<file path="src/rtl/if_pkg.sv">
// Shared constants and types for the instruction-fetch stage.
package if_pkg;

    localparam int unsigned XLEN = 32;

    localparam logic [XLEN-1:0] NOP_INSTR        = 32'h0000_0013;
    localparam logic [XLEN-1:0] DEFAULT_RESET_PC = 32'h0000_0000;
    localparam logic [XLEN-1:0] PC_STEP          = 32'h0000_0004;
    localparam logic [XLEN-1:0] ALIGN_MASK       = 32'hFFFF_FFFC;

    typedef enum logic {
        S_FETCH = 1'b0,
        S_REDIR = 1'b1
    } fetch_state_t;

endpackage

</file>
<file path="src/rtl/if_hold_buf.sv">
// One-entry holding register with valid flag; load takes priority over clear.
module if_hold_buf #(
    parameter int unsigned W = 32
) (
    input  logic         clk,
    input  logic         rst_n,
    input  logic         load_i,
    input  logic         clear_i,
    input  logic [W-1:0] data_i,
    output logic         valid_o,
    output logic [W-1:0] data_o
);

    logic         valid_q, valid_d;
    logic [W-1:0] data_q, data_d;

    always_comb begin
        valid_d = valid_q;
        data_d  = data_q;
        if (load_i) begin
            valid_d = 1'b1;
            data_d  = data_i;
        end else if (clear_i) begin
            valid_d = 1'b0;
        end
    end

    always_ff @(posedge clk) begin
        if (!rst_n) begin
            valid_q <= 1'b0;
            data_q  <= '0;
        end else begin
            valid_q <= valid_d;
            data_q  <= data_d;
        end
    end

    assign valid_o = valid_q;
    assign data_o  = data_q;

endmodule

</file>
<file path="src/rtl/if_stage.sv">
// Instruction fetch stage with IF/ID register, stall/redirect handling.
// Optional IF_PERF_CNT_EN adds bubble and flush performance counters.
module if_stage
    import if_pkg::*;
#(
    parameter logic [31:0] RESET_PC = DEFAULT_RESET_PC
) (
    input  logic            clk,
    input  logic            rst_n,
    input  logic            IFWrite,
    input  logic            Branch,
    input  logic            Jump,
    input  logic [XLEN-1:0] JumpAddr,
    output logic            imem_req,
    output logic [XLEN-1:0] imem_addr,
    input  logic            imem_ready,
    input  logic [XLEN-1:0] imem_rdata,
`ifdef IF_PERF_CNT_EN
    output logic [31:0]     perf_bubble_cnt,
    output logic [31:0]     perf_flush_cnt,
`endif
    output logic [XLEN-1:0] PC_id,
    output logic [XLEN-1:0] Instruction_id
);

    fetch_state_t    state_q, state_d;
    logic [XLEN-1:0] pc_q, pc_d;
    logic [XLEN-1:0] pc_id_q, pc_id_d;
    logic [XLEN-1:0] instr_id_q, instr_id_d;

    logic            hold_valid, hold_load, hold_clr;
    logic [XLEN-1:0] hold_instr;
    logic            redir_valid, redir_load, redir_clr;
    logic [XLEN-1:0] redir_pc;

    logic            redirect, handshake, redir_pending;
    logic            bubble, flush;
    logic [XLEN-1:0] target;

    assign redirect      = Branch | Jump;
    assign target        = JumpAddr & ALIGN_MASK;
    assign imem_req      = rst_n & ~hold_valid;
    assign imem_addr     = pc_q;
    assign handshake     = imem_req & imem_ready;
    assign redir_pending = (state_q == S_REDIR) & redir_valid;

    if_hold_buf #(.W(XLEN)) u_hold (
        .clk     (clk),
        .rst_n   (rst_n),
        .load_i  (hold_load),
        .clear_i (hold_clr),
        .data_i  (imem_rdata),
        .valid_o (hold_valid),
        .data_o  (hold_instr)
    );

    // Target parked while a wrong-path response is still in flight.
    if_hold_buf #(.W(XLEN)) u_redir (
        .clk     (clk),
        .rst_n   (rst_n),
        .load_i  (redir_load),
        .clear_i (redir_clr),
        .data_i  (target),
        .valid_o (redir_valid),
        .data_o  (redir_pc)
    );

    always_comb begin
        state_d    = state_q;
        pc_d       = pc_q;
        pc_id_d    = pc_id_q;
        instr_id_d = instr_id_q;
        hold_load  = 1'b0;
        hold_clr   = 1'b0;
        redir_load = 1'b0;
        redir_clr  = 1'b0;
        bubble     = 1'b0;
        flush      = 1'b0;

        if (!IFWrite) begin
            // Stall: decode re-evaluates redirects next cycle; only absorb the response.
            if (handshake && redir_pending) begin
                pc_d      = redir_pc;
                state_d   = S_FETCH;
                redir_clr = 1'b1;
            end else if (handshake && !hold_valid) begin
                hold_load = 1'b1;
            end
        end else if (redirect) begin
            pc_id_d    = pc_q;
            instr_id_d = NOP_INSTR;
            hold_clr   = 1'b1;
            flush      = 1'b1;
            if (hold_valid || handshake || !imem_req) begin
                pc_d      = target;
                state_d   = S_FETCH;
                redir_clr = 1'b1;
            end else begin
                redir_load = 1'b1;
                state_d    = S_REDIR;
            end
        end else if (redir_pending) begin
            pc_id_d    = pc_q;
            instr_id_d = NOP_INSTR;
            bubble     = 1'b1;
            if (handshake) begin
                pc_d      = redir_pc;
                state_d   = S_FETCH;
                redir_clr = 1'b1;
            end
        end else if (hold_valid) begin
            pc_id_d    = pc_q;
            instr_id_d = hold_instr;
            pc_d       = pc_q + PC_STEP;
            hold_clr   = 1'b1;
        end else if (handshake) begin
            pc_id_d    = pc_q;
            instr_id_d = imem_rdata;
            pc_d       = pc_q + PC_STEP;
        end else begin
            pc_id_d    = pc_q;
            instr_id_d = NOP_INSTR;
            bubble     = 1'b1;
        end
    end

    always_ff @(posedge clk) begin
        if (!rst_n) begin
            state_q    <= S_FETCH;
            pc_q       <= RESET_PC;
            pc_id_q    <= RESET_PC;
            instr_id_q <= NOP_INSTR;
        end else begin
            state_q    <= state_d;
            pc_q       <= pc_d;
            pc_id_q    <= pc_id_d;
            instr_id_q <= instr_id_d;
        end
    end

    assign PC_id          = pc_id_q;
    assign Instruction_id = instr_id_q;

`ifdef IF_PERF_CNT_EN
    logic [31:0] bubble_cnt_q, flush_cnt_q;

    always_ff @(posedge clk) begin
        if (!rst_n) begin
            bubble_cnt_q <= '0;
            flush_cnt_q  <= '0;
        end else begin
            if (bubble) bubble_cnt_q <= bubble_cnt_q + 32'd1;
            if (flush)  flush_cnt_q  <= flush_cnt_q + 32'd1;
        end
    end

    assign perf_bubble_cnt = bubble_cnt_q;
    assign perf_flush_cnt  = flush_cnt_q;
`else
    logic unused_cnt;
    assign unused_cnt = bubble ^ flush;
`endif

endmodule
</file>
<file path="config.mk">
export PLATFORM = sky130hd
export DESIGN_NAME = if_stage
export DESIGN_NICKNAME = d
export VERILOG_FILES = /design/src/rtl/if_pkg.sv /design/src/rtl/if_hold_buf.sv /design/src/rtl/if_stage.sv
export SDC_FILE = /design/constraint.sdc
export NUM_CORES = 1
export LEC_CHECK = 0
export ABC_AREA = 1
export BUFFER_PORTS_ARGS = -buffer_cell sky130_fd_sc_hd__clkbuf_2
export CAP_MARGIN = 5
export CELL_PAD_IN_SITES_DETAIL_PLACEMENT = 1
export CELL_PAD_IN_SITES_GLOBAL_PLACEMENT = 2
export CORE_MARGIN = 4
export CORE_UTILIZATION = 32
export CTS_CLUSTER_SIZE = 8
export DETAILED_ROUTE_END_ITERATION = 7
export PLACE_DENSITY_LB_ADDON = 0.1
export SLEW_MARGIN = 0
export SYNTH_ARGS = -nofsm -noshare
export SYNTH_HDL_FRONTEND = slang
export SYNTH_SLANG_ARGS = --single-unit
</file>
<file path="constraint.sdc">
create_clock -name clk -period 4.1 [get_ports clk]
set_input_delay 0.205 -clock clk [delete_from_list [all_inputs] [get_ports clk]]
set_output_delay 0.205 -clock clk [all_outputs]
set_load 0.02 [all_outputs]
</file>
==> metrics.log, run 1 <==
[metrics] top area cells in the synthesized netlist: sky130_fd_sc_hd__dfxtp_1, sky130_fd_sc_hd__a21oi_1, sky130_fd_sc_hd__nand2_1
[metrics] hold-fix buffer count after cts: 4
[metrics] number of diodes added for antenna fixing: 0
[metrics] number of top-level design ports: 167
[metrics] floorplan die height: 161 µm
[metrics] instance count along the most critical hold path: 3
[metrics] setup_tns: 0 ps
[metrics] combined area of the multi-input logic cells: 3600 µm²
[metrics] max-slew violation total from the final report: 0
[metrics] Global Route Usage Sum: 20.5%
[metrics] master cell of the clock root buffer: sky130_fd_sc_hd__clkbuf_16
[metrics] unrepaired setup endpoints after global routing: false
[metrics] final weighted congestion in routability-driven placement: slightly below 0.8
[metrics] start-to-end type of the worst setup path: reg2reg
[metrics] x dimension of the die: 161 µm
[metrics] worst rel slew slack: 43.1%
[metrics] post-route non-filler standard cell count: between 1,500 and 2,000
[metrics] detailed-route via count: a little under 8,000
[metrics] data arrival at the endpoint of the critical path: approximately 2600 ps
[metrics] vias in the first global route: 7,484
[metrics] standard cell with the maximum stage delay on the critical path: sky130_fd_sc_hd__inv_4
[metrics] Crit path required time: 4460 ps
[metrics] run status: complete, no violations
[metrics] Synth warnings: 0
[metrics] post-synthesis average cell area: between 6 and 7 µm²
[metrics] destination of the worst register-to-register timing path: imem_addr[9]$_SDFFE_PN0P_
[metrics] share of Yosys cell area claimed by the top area cell type: between 40% and 50%
[metrics] maximum number of pins on one net before global-route repair: 84
[metrics] reg2reg path depth: 9
[metrics] Synth Register Bits: approximately 160
[metrics] leading cell type by number of instances after synthesis: sky130_fd_sc_hd__nand2_1
[metrics] most common flop cell mapped by yosys: sky130_fd_sc_hd__dfxtp_1
[metrics] origin of the worst setup path: u_hold.valid_o$_SDFFE_PN0P_
[metrics] CTS tree: built
[metrics] Placement Rows: 55
[metrics] filler cell count in the final layout: 3,008
[metrics] total instance count after detailed placement: 1,509
[metrics] H-tree depth: 4
[metrics] actual transition at the worst max-transition pin: 854 ps
[metrics] count of input and output buffers: 160
[metrics] CTS Buf Count: 17
[metrics] sequential area share after synthesis: 42.0%
[metrics] crit-path max FO: 27
[metrics] clock input transition at the sequential cells of the worst setup and hold paths: 70 ps
[metrics] antenna violation net count after detailed routing: 0
[metrics] remaining design rule violation count: 0
[metrics] maximum clock insertion buffer count: 2
[metrics] element type at the critical path end: flip-flop
[metrics] fraction of final layout cells sized beyond drive strength 1: 18.0%
[metrics] share of the clock period used by the worst path after layout: between 50% and 60%
[metrics] origin of the critical flop-to-flop path: u_hold.valid_o$_SDFFE_PN0P_
[metrics] final critical delay including setup and external delays: roughly 2200 ps
[metrics] last element of the critical path: imem_addr[9]$_SDFFE_PN0P_
[metrics] Final HPWL DP: around 18,000 µm
[metrics] share of synthesized flip-flops with an asynchronous set or reset: 0%
[metrics] CTS sink cnt: 157
[metrics] final core utilization: between 30% and 40%
[metrics] number of iterations in the first detailed-routing pass: 4
[metrics] kind of path behind the tightest hold check: in2reg
[metrics] Vias/cell: 5.00
[metrics] critical-path cell list: inv_4 > nand3_4 > nor2_4 > inv_2 > nand2_1 > nand3_4 > inv_4 > o21ai_0 > a21oi_1
[metrics] top post-synthesis cells by count: sky130_fd_sc_hd__nand2_1, sky130_fd_sc_hd__a21oi_1, sky130_fd_sc_hd__dfxtp_1, sky130_fd_sc_hd__o21ai_0, sky130_fd_sc_hd__nor2_1
[metrics] CP Launch Type: flip-flop
[metrics] number of max-cap violations: 0
[metrics] critical path's largest stage delay: ~430 ps
[metrics] register-to-register setup slack: approximately 1900 ps
[metrics] synthesized cell area: 7480 µm²
[metrics] residual overflow from global routing: 0
[metrics] worst hold slack: roughly 16 ps
[metrics] post-CTS resize count: 0
[metrics] Final nets: 1,290
[metrics] signed area change from the synthesized netlist to the final layout: 21.9%
[metrics] P per Cell Area: ~430 nW/µm²
[metrics] area of the core: roughly 23,000 µm²
[metrics] worst-case vdd ir drop: between 0.2 and 0.3 mV
[metrics] biggest area consumer among synthesized cells: sky130_fd_sc_hd__dfxtp_1
[metrics] standby leakage power: approximately 3.7 nW
[metrics] first-pass GRT wire length: 42,900 µm
[metrics] 1st-iter DRT viols: between 300 and 400
[metrics] area taken by flip-flops and latches: 3140 µm²
[metrics] Die Footprint: 25,900 µm²
[metrics] post-CTS repair timing setup buffer count: 0
[metrics] number of flops mapped to enable cells by yosys: 0
[metrics] Wirelength per Cell: 17.2 µm
[metrics] timing-limited maximum frequency: 454 MHz
[metrics] Initial Utilization: 32.8%
[metrics] source-to-sink clock delay at the later pin of the worst-skew pair: 440 ps
[metrics] Hold Vio Cnt, Final: 0
[metrics] power consumption: 3.96 mW
[metrics] post-synthesis cell count: 1,097
[metrics] Layout Skew: 15.6 ps
[metrics] final setup vio count: 0
[metrics] overall routed net length: 26,600 µm
[metrics] number of antenna violations at the first check in global routing: 0
[metrics] Yosys cell types: 32
-- layout make-up --
class                      count  area share (%)
sequential                   157            34.5
clock buffer                  18            4.81
multi-input combinational    766            39.4
inverter                      99            4.13
timing repair buffer         178            10.4
tap                          313            4.29
clock inverter                14            2.47
-- report_power, final --
| group | internal, mW | switching, mW | leakage (nW) |
|---|---|---|---|
| sequential | 1.60 | 0.0712 | 1.28 |
| combinational | 0.153 | 0.334 | 2.06 |
| clock | 1.07 | 0.735 | 0.326 |
-- metal layers --
metal	vias to the layer above	part of all wire [%]	wire, µm	GRT usage [%]
met1	3710	53	14100	31.5
met2	141	43	11400	30.3
met4	0	0.62	166	3.49
met5	-	0	0	0
li1	3864	-	-	-
met3	10	3.4	913	3.49
-- worst min path at each step --
stage	slack (ps)	endpoint	start
floorplan	350	u_hold.data_o[2]$_SDFFE_PN0P_	imem_rdata[2]
global placement	440	u_hold.data_o[9]$_SDFFE_PN0P_	u_hold.data_o[9]$_SDFFE_PN0P_
detailed placement	440	u_hold.data_o[24]$_SDFFE_PN0P_	u_hold.data_o[24]$_SDFFE_PN0P_
CTS	2	u_hold.data_o[7]$_SDFFE_PN0P_	imem_rdata[7]
global route	10	u_hold.data_o[7]$_SDFFE_PN0P_	imem_rdata[7]
finish	20	u_hold.data_o[18]$_SDFFE_PN0P_	imem_rdata[18]
-- kinds of logic after synthesis --
family / Yosys count / share of synthesized area [%]
simple gates: 391 / 21.8
compound gates: 363 / 25.1
buf+inv: 177 / 10.1
flops: 157 / 42.0
xor+xnor: 7 / 0.819
fa+ha+maj: 1 / 0.167
other cells: 1 / 0.0501
-- placed cells by master (no fill, tap or decap), drive strengths merged --
| cell | n |
|---|---|
| nand3 | 74 |
| clkinv | 4 |
| a21oi | 175 |
| nand2 | 215 |
| or2 | 1 |
| buf | 16 |
| clkbuf | 176 |
| o211ai | 4 |
| nor3 | 1 |
| ha | 1 |
| a22o | 10 |
| dfxtp | 157 |
| a221oi | 2 |
| nor2 | 97 |
| conb | 4 |
| bufinv | 4 |
| xor2 | 6 |
| inv | 105 |
| dlygate4sd3 | 4 |
| nand4 | 3 |
| xnor2 | 1 |
| o22ai | 3 |
| o21ai | 169 |
-- registers in the layout (all words and copies together) (netlist names) --
name	cells
u_redir.valid_o	1
state_q	1
imem_addr	30
u_redir.data_o	30
u_hold.valid_o	1
PC_id	30
u_hold.data_o	32
Instruction_id	32
-- critical path: cells and delay by family, from the launching register on --
| kind | cells | cell delay (ps) |
|---|---|---|
| flops | 1 | 350 |
| compound gates | 2 | 290 |
| buf+inv | 3 | 690 |
| simple gates | 4 | 780 |
-- through the flow --
step	cell area [µm²]	setup slack, ps
after floorplan	7490	2440
after global placement	8420	1470
after detailed placement	8420	1420
after CTS	9120	1860
after global routing	9120	1660
final	9120	1900
No activity file was read; power rests on OpenSTA's default activity.
==> inputs of run 2 (changes only) <==
- CORE_UTILIZATION: 32 -> 26
- clock period: 4.1 -> 1.75 ns (I/O delays scaled with it)
==> metrics.log, run 2 (synthesis results as in run 1) <==
[metrics] Global Route Usage Sum: 18.3%
[metrics] Final HPWL DP: between 20,000 and 25,000 µm
[metrics] Vias/cell: 4.66
[metrics] maximum clock insertion buffer count: 2
[metrics] worst rel slew slack: between 50% and 60%
[metrics] first-pass GRT wire length: 45,900 µm
[metrics] source-to-sink clock delay at the later pin of the worst-skew pair: 440 ps
[metrics] share of the clock period used by the worst path after layout: around nine tenths
[metrics] standard cell with the maximum stage delay on the critical path: sky130_fd_sc_hd__dfxtp_1
[metrics] master cell of the clock root buffer: sky130_fd_sc_hd__clkbuf_16
[metrics] vias in the first global route: 8,176
[metrics] area of the core: 28,100 µm²
[metrics] most common cell after layout, fill and taps aside: sky130_fd_sc_hd__nand2_1
[metrics] crit-path max FO: 4
[metrics] remaining design rule violation count: 0
[metrics] post-route non-filler standard cell count: ~1,700
[metrics] power consumption: 9.02 mW
[metrics] element type at the critical path end: flip-flop
[metrics] clock input transition at the sequential cells of the worst setup and hold paths: 80 ps
[metrics] overall routed net length: 28,700 µm
[metrics] standby leakage power: 4.20 nW
[metrics] CTS sink cnt: 157
[metrics] setup_tns: 0 ps
[metrics] Final nets: 1,410
[metrics] 1st-iter DRT viols: around 370
[metrics] worst hold slack: 38.7 ps
[metrics] signed area change from the synthesized netlist to the final layout: 37.5%
[metrics] final weighted congestion in routability-driven placement: 0.784
[metrics] pre-CTS setup slack: 53.3 ps
[metrics] maximum number of pins on one net before global-route repair: between 60 and 70
[metrics] max-slew violation total from the final report: 0
[metrics] data arrival at the endpoint of the critical path: 1950 ps
[metrics] run status: complete, no violations
[metrics] timing-limited maximum frequency: 629 MHz
[metrics] count of input and output buffers: 160
[metrics] CP Launch Type: flip-flop
[metrics] number of diodes added for antenna fixing: 0
[metrics] floorplan die height: ~180 µm
[metrics] Crit path required time: 2110 ps
[metrics] Die Footprint: 31,600 µm²
[metrics] final setup vio count: 0
[metrics] number of iterations in the first detailed-routing pass: 4
[metrics] actual transition at the worst max-transition pin: 687 ps
[metrics] post-placement cell area: ~9000 µm²
[metrics] Placement Rows: 61
[metrics] slack of the critical path: 159 ps
[metrics] most used cells in the layout excluding fill and tap cells: sky130_fd_sc_hd__nand2_1, sky130_fd_sc_hd__a21oi_1, sky130_fd_sc_hd__clkbuf_2
[metrics] final critical delay including setup and external delays: between 1500 and 2000 ps
[metrics] final core utilization: 36.6%
[metrics] total non-filler cell area in the finished layout: roughly 10,000 µm²
[metrics] CTS Buf Count: 17
[metrics] unrepaired setup endpoints after global routing: false
[metrics] number of top-level design ports: 167
[metrics] number of max-cap violations: 0
[metrics] H-tree depth: 4
[metrics] kind of path behind the tightest hold check: in2reg
[metrics] number of antenna violations at the first check in global routing: 0
[metrics] Wirelength per Cell: 16.6 µm
[metrics] detailed-route via count: 8,058
[metrics] Layout Skew: 16.2 ps
[metrics] antenna violation net count after detailed routing: 0
[metrics] x dimension of the die: 178 µm
[metrics] dominant cell type by count on the critical path: sky130_fd_sc_hd__buf_4
[metrics] critical path's largest stage delay: 380 ps
[metrics] fraction of final layout cells sized beyond drive strength 1: 22.3%
[metrics] worst-case vdd ir drop: 0.636 mV
[metrics] residual overflow from global routing: 0
[metrics] critical-path cell list: ha_1 > buf_4 > nand3_1 > nor2_1 > buf_4 > xor2_1 > o21ai_0 > a21oi_1
[metrics] Initial Utilization: a little over a quarter
[metrics] Hold Vio Cnt, Final: 0
[metrics] total instance count after detailed placement: 1,637
[metrics] start-to-end type of the worst setup path: reg2reg
[metrics] CTS tree: built
[metrics] P per Cell Area: 877 nW/µm²
run 2: changes by cell type in the layout (fill, tap and decap cells not counted), moves of 3 or more:
cell,change
sky130_fd_sc_hd__buf_4,+56
sky130_fd_sc_hd__dlygate4sd3_1,+56
sky130_fd_sc_hd__nor2_1,-9
sky130_fd_sc_hd__nor2_2,+7
sky130_fd_sc_hd__buf_12,+5
sky130_fd_sc_hd__bufinv_16,-4
sky130_fd_sc_hd__buf_6,+3
sky130_fd_sc_hd__dfxtp_1,-3
sky130_fd_sc_hd__dfxtp_2,+3
sky130_fd_sc_hd__nand2_1,-3
sky130_fd_sc_hd__nand2_2,+3
run 2: critical path: cells and delay by family (launching register included):
kind,cells,cell delay [ps]
compound gates,2,220
xor+xnor,1,150
fa+ha+maj,1,200
buf+inv,2,280
flops,1,380
simple gates,2,290
run 2: path summary, 6_finish.rpt:
check | start | end | slack, ps | depth (start not counted)
worst max-delay path | imem_addr[2]$_SDFFE_PN0P_ | imem_addr[8]$_SDFFE_PN0P_ | 160 | 8
worst min-delay path | imem_rdata[1] | u_hold.data_o[1]$_SDFFE_PN0P_ | 40 | 3
worst max register to register | imem_addr[2]$_SDFFE_PN0P_ | imem_addr[8]$_SDFFE_PN0P_ | 160 | 8
worst min register to register | u_hold.data_o[29]$_SDFFE_PN0P_ | u_hold.data_o[29]$_SDFFE_PN0P_ | 450 | 2
run 2: repair_timing:
action,CTS,global route
endpoints found under the hold margin,61,0
setup buffers,0,1
hold buffers,60,0
endpoints found under the setup margin,0,44
gates resized for setup,0,23
run 2: area by class of cell:
type	instances	area, µm²
tap	378	473
inverter	99	383
sequential	157	3150
clock buffer	18	429
fill	3558	17800
clock inverter	14	149
multi-input combinational	766	3640
timing repair buffer	298	2070
run 2: routing by layer:
metal  global-route usage (%)  wire, µm  up-vias
met5                        0         0        -
met2                     28.7     12600      150
met1                     26.8     14900     3779
li1                         -         -     4114
met3                     2.98      1040       15
met4                     3.22       184        0
run 2: report_power, final:
part | switching, mW | internal, mW | total (mW)
Combinational | 0.893 | 0.559 | 1.45
Sequential | 0.103 | 3.75 | 3.86
Clock | 1.80 | 1.91 | 3.71
==> inputs of run 3 (changes only) <==
--- a/config.mk
+++ b/config.mk
@@ -11,4 +11,5 @@
 export CELL_PAD_IN_SITES_DETAIL_PLACEMENT = 1
 export CELL_PAD_IN_SITES_GLOBAL_PLACEMENT = 2
+export CORE_ASPECT_RATIO = 1.5
 export CORE_MARGIN = 4
 export CORE_UTILIZATION = 26
==> constraint.sdc (replaced) <==
create_clock -name clk -period 1.75 [get_ports clk]
set_input_delay 0.0875 -clock clk [delete_from_list [all_inputs] [get_ports clk]]
set_output_delay 0.0875 -clock clk [all_outputs]
set_load 0.005 [all_outputs]
==> metrics.log, run 3 (synthesis results as in run 1) <==
[metrics] run status: complete, no violations
[metrics] Hold Vio Cnt, Final: 0
[metrics] post-route non-filler standard cell count: between 1,500 and 2,000
[metrics] actual transition at the worst max-transition pin: 546 ps
[metrics] area taken by flip-flops and latches: 3150 µm²
[metrics] fraction of final layout cells sized beyond drive strength 1: between 20% and 30%
[metrics] final setup vio count: 0
[metrics] detailed-route via count: 8,161
[metrics] unrepaired setup endpoints after global routing: true
[metrics] element type at the critical path end: flip-flop
[metrics] combined area of the multi-input logic cells: between 3000 and 4000 µm²
[metrics] worst-case vdd ir drop: 0.606 mV
[metrics] first-pass GRT wire length: 48,000 µm
[metrics] worst rel slew slack: a little under two thirds
[metrics] global-route track usage on met3: 3.17%
[metrics] timing-limited maximum frequency: 618 MHz
[metrics] dominant cell type by count on the critical path: sky130_fd_sc_hd__nand2_1
[metrics] P per Cell Area: 875 nW/µm²
[metrics] number of iterations in the first detailed-routing pass: 5
[metrics] signed area change from the synthesized netlist to the final layout: 37.2%
[metrics] area of the core: 28,200 µm²
[metrics] most used cells in the layout excluding fill and tap cells: sky130_fd_sc_hd__nand2_1, sky130_fd_sc_hd__a21oi_1, sky130_fd_sc_hd__clkbuf_2
[metrics] number of diodes added for antenna fixing: 0
[metrics] final critical delay including setup and external delays: 1620 ps
[metrics] GR peak layer: met2
[metrics] count of input and output buffers: 160
[metrics] max-slew violation total from the final report: 0
[metrics] crit-path max FO: 5
[metrics] number of buffers and inverters on the critical path: 1
[metrics] number of max-cap violations: 0
[metrics] Global Route met1 Usage: 21.5%
[metrics] Vias/cell: about 4.8
[metrics] antenna violation net count after detailed routing: 0
[metrics] residual overflow from global routing: 0
[metrics] CTS Buf Count: 17
[metrics] source-to-sink clock delay at the later pin of the worst-skew pair: 440 ps
[metrics] standby leakage power: approximately 4.2 nW
[metrics] master cell of the clock root buffer: sky130_fd_sc_hd__clkbuf_16
[metrics] Wirelength per Cell: 17.5 µm
[metrics] remaining design rule violation count: 0
[metrics] most common cell after layout, fill and taps aside: sky130_fd_sc_hd__nand2_1
[metrics] Final HPWL DP: 22,000 µm
[metrics] CP top delay family: simple AND/OR/NAND/NOR gates
[metrics] number of antenna violations at the first check in global routing: 0
[metrics] worst hold slack: 24.8 ps
[metrics] pre-CTS setup slack: -41.1 ps
[metrics] CTS sink cnt: 157
[metrics] overall routed net length: 29,800 µm
[metrics] data arrival at the endpoint of the critical path: 1970 ps
[metrics] start-to-end type of the worst setup path: reg2reg
[metrics] standard cell with the maximum stage delay on the critical path: sky130_fd_sc_hd__dfxtp_2
[metrics] global-route met2 utilization: a little under two fifths
[metrics] CTS tree: built
[metrics] Initial Utilization: a little over a quarter
[metrics] share of the clock period used by the worst path after layout: between 90% and 100%
[metrics] total instance count after detailed placement: 1,611
[metrics] slack of the critical path: 132 ps
[metrics] kind of path behind the tightest hold check: in2reg
[metrics] Global Route Usage Sum: 19.1%
[metrics] clock input transition at the sequential cells of the worst setup and hold paths: 70 ps
[metrics] filler cell count in the final layout: 3,550
[metrics] floorplan die height: 216 µm
[metrics] Die Footprint: 31,600 µm²
[metrics] Placement Rows: 75
[metrics] critical path's largest stage delay: 400 ps
[metrics] vias in the first global route: 8,546
[metrics] x dimension of the die: approximately 150 µm
[metrics] Final nets: 1,414
[metrics] CP Launch Type: flip-flop
[metrics] H-tree depth: 4
[metrics] number of top-level design ports: about 170
[metrics] final weighted congestion in routability-driven placement: roughly 0.75
[metrics] maximum number of pins on one net before global-route repair: 67
[metrics] 1st-iter DRT viols: between 200 and 250
[metrics] power consumption: 8.98 mW
[metrics] maximum clock insertion buffer count: 2
[metrics] Layout Skew: 15.0 ps
[metrics] Crit path required time: 2110 ps
[metrics] final core utilization: 36.5%
[metrics] critical-path cell list: nand2_1 > nor2_1 > nand2_2 > buf_4 > or2_2 > nand3_1 > nand2_1 > a21oi_1
-- run 3: path summary, 6_finish.rpt --
kind                                                     start                               to  slack [ps]  cells after the start
worst max-delay path                 imem_addr[7]$_SDFFE_PN0P_        imem_addr[9]$_SDFFE_PN0P_         130                      8
worst min-delay path                              JumpAddr[21]  u_redir.data_o[21]$_SDFFE_PN0P_          20                      3
worst max register to register       imem_addr[7]$_SDFFE_PN0P_        imem_addr[9]$_SDFFE_PN0P_         130                      8
worst min register to register  u_hold.data_o[10]$_SDFFE_PN0P_   u_hold.data_o[10]$_SDFFE_PN0P_         450                      2
-- run 3: layout make-up --
class / instances / area share [%]
Clock buffer: 21 / 4.58
Clock inverter: 10 / 1.10
Inverter: 99 / 3.75
Multi-Input combinational cell: 766 / 35.4
Sequential cell: 157 / 30.7
Tap cell: 346 / 4.22
Timing Repair Buffer: 302 / 20.2
-- run 3: metal layers --
layer  share of wire [%]  up-vias
li1                    -     4102
met3                 2.2       25
met2                  54      140
met5                   0        -
met1                  42     3894
met4                 1.7        0
-- run 3: per-stage QoR --
step | TNS, ps | cell area (µm²)
after floorplan | 0 | 7490
after global placement | -53.2 | 9030
after detailed placement | -41.1 | 9030
after CTS | 0 | 10200
after global routing | -79.9 | 10300
final | 0 | 10300
-- run 3: where the power goes --
group,internal (mW),switching (mW)
Sequential,3.76,0.109
Combinational,0.556,0.768
Clock,2.20,1.59
-- run 3: timing repair --
item	in CTS	in global routing
setup buffers	0	0
pin swaps	0	0
hold buffers	58	1
gates resized for setup	2	23
endpoints found under the setup margin	2	26
cloned	0	0
endpoints found under the hold margin	63	1
-- run 3: tightest hold or removal path: cells and delay by family --
family | cells | cell delay, ps
compound gates | 2 | 190
buf+inv | 1 | 140
